--- src/rtl/rst_seq_pkg.sv ---
`default_nettype none
// +----------------------------------------------------------------------+
// | rst_seq_pkg                                                          |
// | State encoding, default timing constants and counter sizing for      |
// | reset_sequencer.                                                     |
// | Revision: 1.0                                                        |
// +----------------------------------------------------------------------+
package rst_seq_pkg;

    typedef enum logic [2:0] {
        S_MMCM_RST  = 3'd0,
        S_WAIT_LOCK = 3'd1,
        S_STABLE    = 3'd2,
        S_REL_TX    = 3'd3,
        S_REL_RX    = 3'd4,
        S_RUN       = 3'd5,
        S_FAULT     = 3'd6
    } rst_seq_state_t;

    localparam int DEF_MMCM_RST_CYCLES = 16;
    localparam int DEF_LOCK_TIMEOUT    = 100000;
    localparam int DEF_STABLE_CYCLES   = 1024;
    localparam int DEF_STAGE_GAP       = 16;
    localparam int DEF_MAX_RETRIES     = 3;

    // Wide enough to hold the largest count value itself, not just count-1.
    function automatic int cntWidth(input int a, input int b, input int c, input int d);
        int m;
        m = a;
        if (b > m) m = b;
        if (c > m) m = c;
        if (d > m) m = d;
        return $clog2(m + 1);
    endfunction

endpackage
`default_nettype wire

--- src/rtl/lock_sync.sv ---
`default_nettype none
// +----------------------------------------------------------------------+
// | lock_sync                                                            |
// | Two-flop synchronizer for an asynchronous MMCM locked indication.    |
// | Revision: 1.0                                                        |
// +----------------------------------------------------------------------+
module lock_sync (
    input  logic clk,
    input  logic i_async,
    output logic o_sync
);

    (* ASYNC_REG = "TRUE" *) logic [1:0] r_sync;

    always_ff @(posedge clk) begin
        r_sync <= {r_sync[0], i_async};
    end

    assign o_sync = r_sync[1];

endmodule
`default_nettype wire

--- src/rtl/reset_sequencer.sv ---
`default_nettype none
// +----------------------------------------------------------------------+
// | reset_sequencer                                                      |
// | Lock-aware MMCM reset controller with ordered tx/rx/250 release.     |
// | Optional: RST_SEQ_LOCK_STATS_EN enables the lock-loss counter.       |
// | Revision: 1.0                                                        |
// +----------------------------------------------------------------------+
module reset_sequencer
    import rst_seq_pkg::*;
#(
    parameter int MMCM_RST_CYCLES = DEF_MMCM_RST_CYCLES,
    parameter int LOCK_TIMEOUT    = DEF_LOCK_TIMEOUT,
    parameter int STABLE_CYCLES   = DEF_STABLE_CYCLES,
    parameter int STAGE_GAP       = DEF_STAGE_GAP,
    parameter int MAX_RETRIES     = DEF_MAX_RETRIES
) (
    input  logic       clkIn,
    input  logic       rstIn,
    input  logic       mmcm0LockedIn,
    input  logic       mmcm1LockedIn,
    output logic       mmcmRstOut,
    output logic       rstTxReqOut,
    output logic       rstRxReqOut,
    output logic       rst250ReqOut,
    output logic       readyOut,
    output logic       faultOut,
    output logic [7:0] lockLossCntOut
);

    localparam int c_cntW = cntWidth(MMCM_RST_CYCLES, LOCK_TIMEOUT, STABLE_CYCLES, STAGE_GAP);

    localparam logic [c_cntW-1:0] c_rstLoad     = c_cntW'(MMCM_RST_CYCLES);
    localparam logic [c_cntW-1:0] c_mmcmLoad    = c_cntW'(MMCM_RST_CYCLES - 1);
    localparam logic [c_cntW-1:0] c_timeoutLoad = c_cntW'(LOCK_TIMEOUT - 1);
    localparam logic [c_cntW-1:0] c_stableLoad  = c_cntW'(STABLE_CYCLES - 1);
    localparam logic [c_cntW-1:0] c_gapLoad     = c_cntW'(STAGE_GAP - 1);
    localparam logic [1:0]        c_maxRetries  = 2'(MAX_RETRIES);

    logic w_lock0;
    logic w_lock1;
    logic w_lockOk;

    lock_sync u_sync0 (.clk(clkIn), .i_async(mmcm0LockedIn), .o_sync(w_lock0));
    lock_sync u_sync1 (.clk(clkIn), .i_async(mmcm1LockedIn), .o_sync(w_lock1));

    assign w_lockOk = w_lock0 & w_lock1;

    rst_seq_state_t    r_state;
    rst_seq_state_t    w_nextState;
    logic [c_cntW-1:0] r_cnt;
    logic [c_cntW-1:0] w_load;
    logic [1:0]        r_retry;
    logic [1:0]        w_retryInc;
    logic              w_timeout;
    logic              w_cntDone;

    assign w_cntDone  = (r_cnt == '0);
    assign w_retryInc = r_retry + 2'd1;
    assign w_timeout  = (r_state == S_WAIT_LOCK) && !w_lockOk && w_cntDone;

    always_comb begin
        w_nextState = r_state;
        case (r_state)
            S_MMCM_RST:  if (w_cntDone) w_nextState = S_WAIT_LOCK;
            S_WAIT_LOCK: begin
                if (w_lockOk)
                    w_nextState = S_STABLE;
                else if (w_cntDone)
                    w_nextState = (w_retryInc == c_maxRetries) ? S_FAULT : S_MMCM_RST;
            end
            S_STABLE: begin
                if (!w_lockOk)      w_nextState = S_WAIT_LOCK;
                else if (w_cntDone) w_nextState = S_REL_TX;
            end
            S_REL_TX: begin
                if (!w_lockOk)      w_nextState = S_WAIT_LOCK;
                else if (w_cntDone) w_nextState = S_REL_RX;
            end
            S_REL_RX: begin
                if (!w_lockOk)      w_nextState = S_WAIT_LOCK;
                else if (w_cntDone) w_nextState = S_RUN;
            end
            S_RUN:   if (!w_lockOk) w_nextState = S_WAIT_LOCK;
            S_FAULT: w_nextState = S_FAULT;
            default: w_nextState = S_MMCM_RST;
        endcase
    end

    always_comb begin
        w_load = '0;
        case (w_nextState)
            S_MMCM_RST:  w_load = c_mmcmLoad;
            S_WAIT_LOCK: w_load = c_timeoutLoad;
            S_STABLE:    w_load = c_stableLoad;
            S_REL_TX:    w_load = c_gapLoad;
            S_REL_RX:    w_load = c_gapLoad;
            default:     w_load = '0;
        endcase
    end

    // Outputs are decoded from the next state so they change on the entry edge.
    always_ff @(posedge clkIn) begin
        if (rstIn) begin
            r_state      <= S_MMCM_RST;
            // The reset edge is cycle 0, so this load spans cycles 1..MMCM_RST_CYCLES.
            r_cnt        <= c_rstLoad;
            r_retry      <= 2'd0;
            mmcmRstOut   <= 1'b1;
            rstTxReqOut  <= 1'b1;
            rstRxReqOut  <= 1'b1;
            rst250ReqOut <= 1'b1;
            readyOut     <= 1'b0;
            faultOut     <= 1'b0;
        end else begin
            r_state <= w_nextState;
            if (w_nextState != r_state)
                r_cnt <= w_load;
            else if (!w_cntDone)
                r_cnt <= r_cnt - c_cntW'(1);
            if (w_timeout)
                r_retry <= w_retryInc;
            else if (w_nextState == S_RUN && r_state != S_RUN)
                r_retry <= 2'd0;
            mmcmRstOut   <= (w_nextState == S_MMCM_RST);
            rstTxReqOut  <= !(w_nextState inside {S_REL_TX, S_REL_RX, S_RUN});
            rstRxReqOut  <= !(w_nextState inside {S_REL_RX, S_RUN});
            rst250ReqOut <= (w_nextState != S_RUN);
            readyOut     <= (w_nextState == S_RUN);
            faultOut     <= (w_nextState == S_FAULT);
        end
    end

`ifdef RST_SEQ_LOCK_STATS_EN
    logic       w_lockLoss;
    logic [7:0] r_lossCnt;

    assign w_lockLoss = !w_lockOk && (r_state inside {S_REL_TX, S_REL_RX, S_RUN});

    always_ff @(posedge clkIn) begin
        if (rstIn)
            r_lossCnt <= 8'd0;
        else if (w_lockLoss && r_lossCnt != 8'hFF)
            r_lossCnt <= r_lossCnt + 8'd1;
    end

    assign lockLossCntOut = r_lossCnt;
`else
    assign lockLossCntOut = 8'd0;
`endif

endmodule
`default_nettype wire

--- config.mk ---
export PLATFORM = sky130hd
export DESIGN_NAME = reset_sequencer
export DESIGN_NICKNAME = d
export VERILOG_FILES = /design/src/rtl/rst_seq_pkg.sv /design/src/rtl/lock_sync.sv /design/src/rtl/reset_sequencer.sv
export SDC_FILE = /design/constraint.sdc
export NUM_CORES = 1
export LEC_CHECK = 0
export ABC_AREA = 1
export CORE_MARGIN = 2
export CORE_UTILIZATION = 45
export DETAILED_ROUTE_END_ITERATION = 10
export DONT_BUFFER_PORTS = 1
export SLEW_MARGIN = 20
export SYNTH_ARGS = -nofsm -noshare
export SYNTH_HDL_FRONTEND = slang
export SYNTH_SLANG_ARGS = --single-unit
--- constraint.sdc ---
create_clock -name clkIn -period 5.4 [get_ports clkIn]
set_clock_uncertainty 0.1 [all_clocks]
set_input_delay 0.81 -clock clkIn [delete_from_list [all_inputs] [get_ports clkIn]]
set_output_delay 0.81 -clock clkIn [all_outputs]
set_load 0.005 [all_outputs]
==> impl_metrics.yaml <==
run_status:
  status: "completed"
clock_tree:
  insertion_delay_ps: 290
  ctsHoldBuffers: 0
  cts.htree.levels: 2
  cts_tree: "built"
  clk_pin_slew_ps: 70
  cts_setup_buffers: 0
  cts_max_path_buffers: 2
  cts.sinks: 32
  cts_root_buffer: "clkbuf_8"
  post_cts_resized: 0
  cts_inserted_buffers: 5
synth:
  synthCells: 268
  ys_types: 30
  synth_area_um2: 1910
  ys_warn_count: 0
  ys_seq_area_share_pct: 33.6
  avgSynthCellArea_um2: 7.12
  ys_seq_elements: 32
setup_path:
  start_kind: "flip-flop"
  r2r_start: "r_cnt[0]"
  rr_worst_depth: 19
  endpoint_kind: "flip-flop"
  arrival_ps: 2630
  timing.rr.end: "r_cnt[0]"
  regToRegSetupSlack_ps: 2850
  crit_type: "flip-flop to flip-flop"
  cp_max_fo: 13
  cp_data_required_time_ps: 5480
layout:
  nets: 275
  layout.cells.non_filler: 319
  final_common_cell: "nand2_1"
  syn2layout_area_growth_pct: 4.39
  final_cell_mix: "nand2_1 (62), nor2_1 (34), dfxtp_1 (32)"
  drive_gt1_share_pct: 15.2
  antennaDiodeCount: 0
  fillers: 390
power_and_ir_drop:
  peakVddDrop_mv: 0.232
  powerDensity_nw_per_um2: 582
  p_leak_nw: 0.960
placed_design:
  place_congestion: 0.828
  pre_cts_ws_ps: 2860
  dp_hpwl_um: 2760
  io_buffers: 0
  dp.cells: 311
grt:
  busiest_layer: "met2"
  met1_usage_pct: 21.1
  track_usage_pct: 16.2
  first_global_vias: 1454
  grt-ovfl-total: 0
  grt_max_degree: 14
  antenna_found_initial: 0
  grt_util_met2_pct: 26.2
  grt_pass1_wl_um: 6270
  grtUsageMet3_pct: 3.07
die:
  dieWidth_um: 69.1
  coreArea_um2: 4030
  initial_core_util_pct: 47.4
  fp-row-count: 23
  fp.dieH_um: 69.1
  io_pins: 18
  die_area_um2: 4780
run:
  drv_cap: 0
sta:
  max_freq_mhz: 392
  tightest_slew_ps: 614
  relSlewSlack_pct: 58.7
  setup_ws_ps: 2850
  setup_viol: 0
  period_share_pct: 47.2
  rsz0062_at_grt: "false"
  finalCriticalPeriod_ps: 2550
  slew_violations: 0
  finalSetupTns_ps: 0
  whs_ps: 229
  hold_viol: 0
detailed_routing:
  postRouteAntennaNets: 0
  drc_errors: 0
  avgViaCountPerCell: 4.77
  first_iter_violations: 61
  vias: 1522
  wl_per_cell_um: 11.3
  wl_um: 3610
  dr.pass1.iters: 4
worst_hold_path:
  min_from: "u_sync1.r_sync[0]"
  min_path_cells: 0
  hp-class: "flip-flop to flip-flop"
  whs_endpoint: "u_sync1.r_sync[1]"
cell families after synthesis:
kind of cell | after synthesis | share of synthesized area (%)
AOI/OAI and AO/OA | 8 | 2.49
xor gates and xnor gates | 15 | 6.88
and+or+nand+nor | 166 | 43.1
buffers and inverters | 43 | 11.8
DFF | 32 | 33.6
adders and majority gates | 3 | 1.97
other | 1 | 0.196
sequential cells by signal, indices dropped and copies added (netlist names):
signal / count
faultOut: 1
mmcmRstOut: 1
r_cnt: 17
r_retry: 2
r_state: 3
readyOut: 1
rst250ReqOut: 1
rstRxReqOut: 1
rstTxReqOut: 1
u_sync0.r_sync: 2
u_sync1.r_sync: 2
synthesized netlist by cell type, drive strengths merged:
library cell,count,area share (%)
a21oi,5,1.5
a32oi,1,0.46
and3,1,0.33
buf,13,5.9
clkbuf,1,0.20
clkinv,3,0.59
conb,1,0.20
dfxtp,32,34
ha,3,2.0
inv,26,5.1
nand2,77,18
nand3,29,8.8
nand3b,2,0.79
nand4,8,2.6
nor2,44,11
nor3,3,0.79
nor4,1,0.33
o21ai,2,0.52
or2,1,0.33
xnor2,6,2.8
xor2,9,4.1
worst max path at each step:
stage / cells after the start / to / slack [ps] / from
after floorplan: 19 / r_cnt[10] / 3410 / r_cnt[0]
after global placement: 19 / r_cnt[0] / 2910 / r_cnt[0]
after detailed placement: 19 / r_cnt[0] / 2860 / r_cnt[0]
after CTS: 19 / r_cnt[0] / 2840 / r_cnt[0]
after global routing: 19 / r_cnt[0] / 2530 / r_cnt[0]
final: 19 / r_cnt[0] / 2850 / r_cnt[0]
where the power goes:
group | internal (mW) | leakage (nW) | switching (mW)
logic | 0.224 | 0.645 | 0.360
registers | 0.294 | 0.262 | 0.0547
clock network | 0.136 | 0.0541 | 0.0908
area by class of cell:
type                    count  area [µm²]  area share [%]
multi-input cells         200        1070            53.7
flip-flops and latches     32         641            32.1
inverters                  29         109            5.46
clock buffers               5        68.8            3.45
well taps                  50        62.6            3.14
clock inverters             3        42.5            2.13
per-stage QoR:
step | instance area (µm²) | power (mW) | util [%]
6_report | 1990 | 1.16 | 49.5
5_1_grt | 1990 | 1.28 | 49.5
4_1_cts | 1990 | 1.17 | 49.5
3_5_place_dp | 1880 | 0.940 | 46.7
3_3_place_gp | 1880 | 0.947 | 46.7
2_1_floorplan | 1940 | 0.878 | -
worst max-delay path, cell delays in order (launching register included):
cell,delay [ps]
dfxtp_1,310
inv_1,110
ha_1,150
inv_1,40
nor2_1,80
nand2_1,90
nor2_4,120
nand2_2,190
nand2_1,130
nand2_1,90
nand3_2,120
nand2_1,60
nand2_1,70
nand2_2,60
inv_2,170
nand3_2,260
nand2_1,160
nand2_1,60
nand2_1,50
inv_1,30
metal layers:
metal  part of all wire [%]  wire length, µm
met5                      0                0
met4                    1.7               62
met3                    5.2              188
met2                     46             1660
met1                     47             1700
Note: power is estimated with default switching activity, not from simulation.
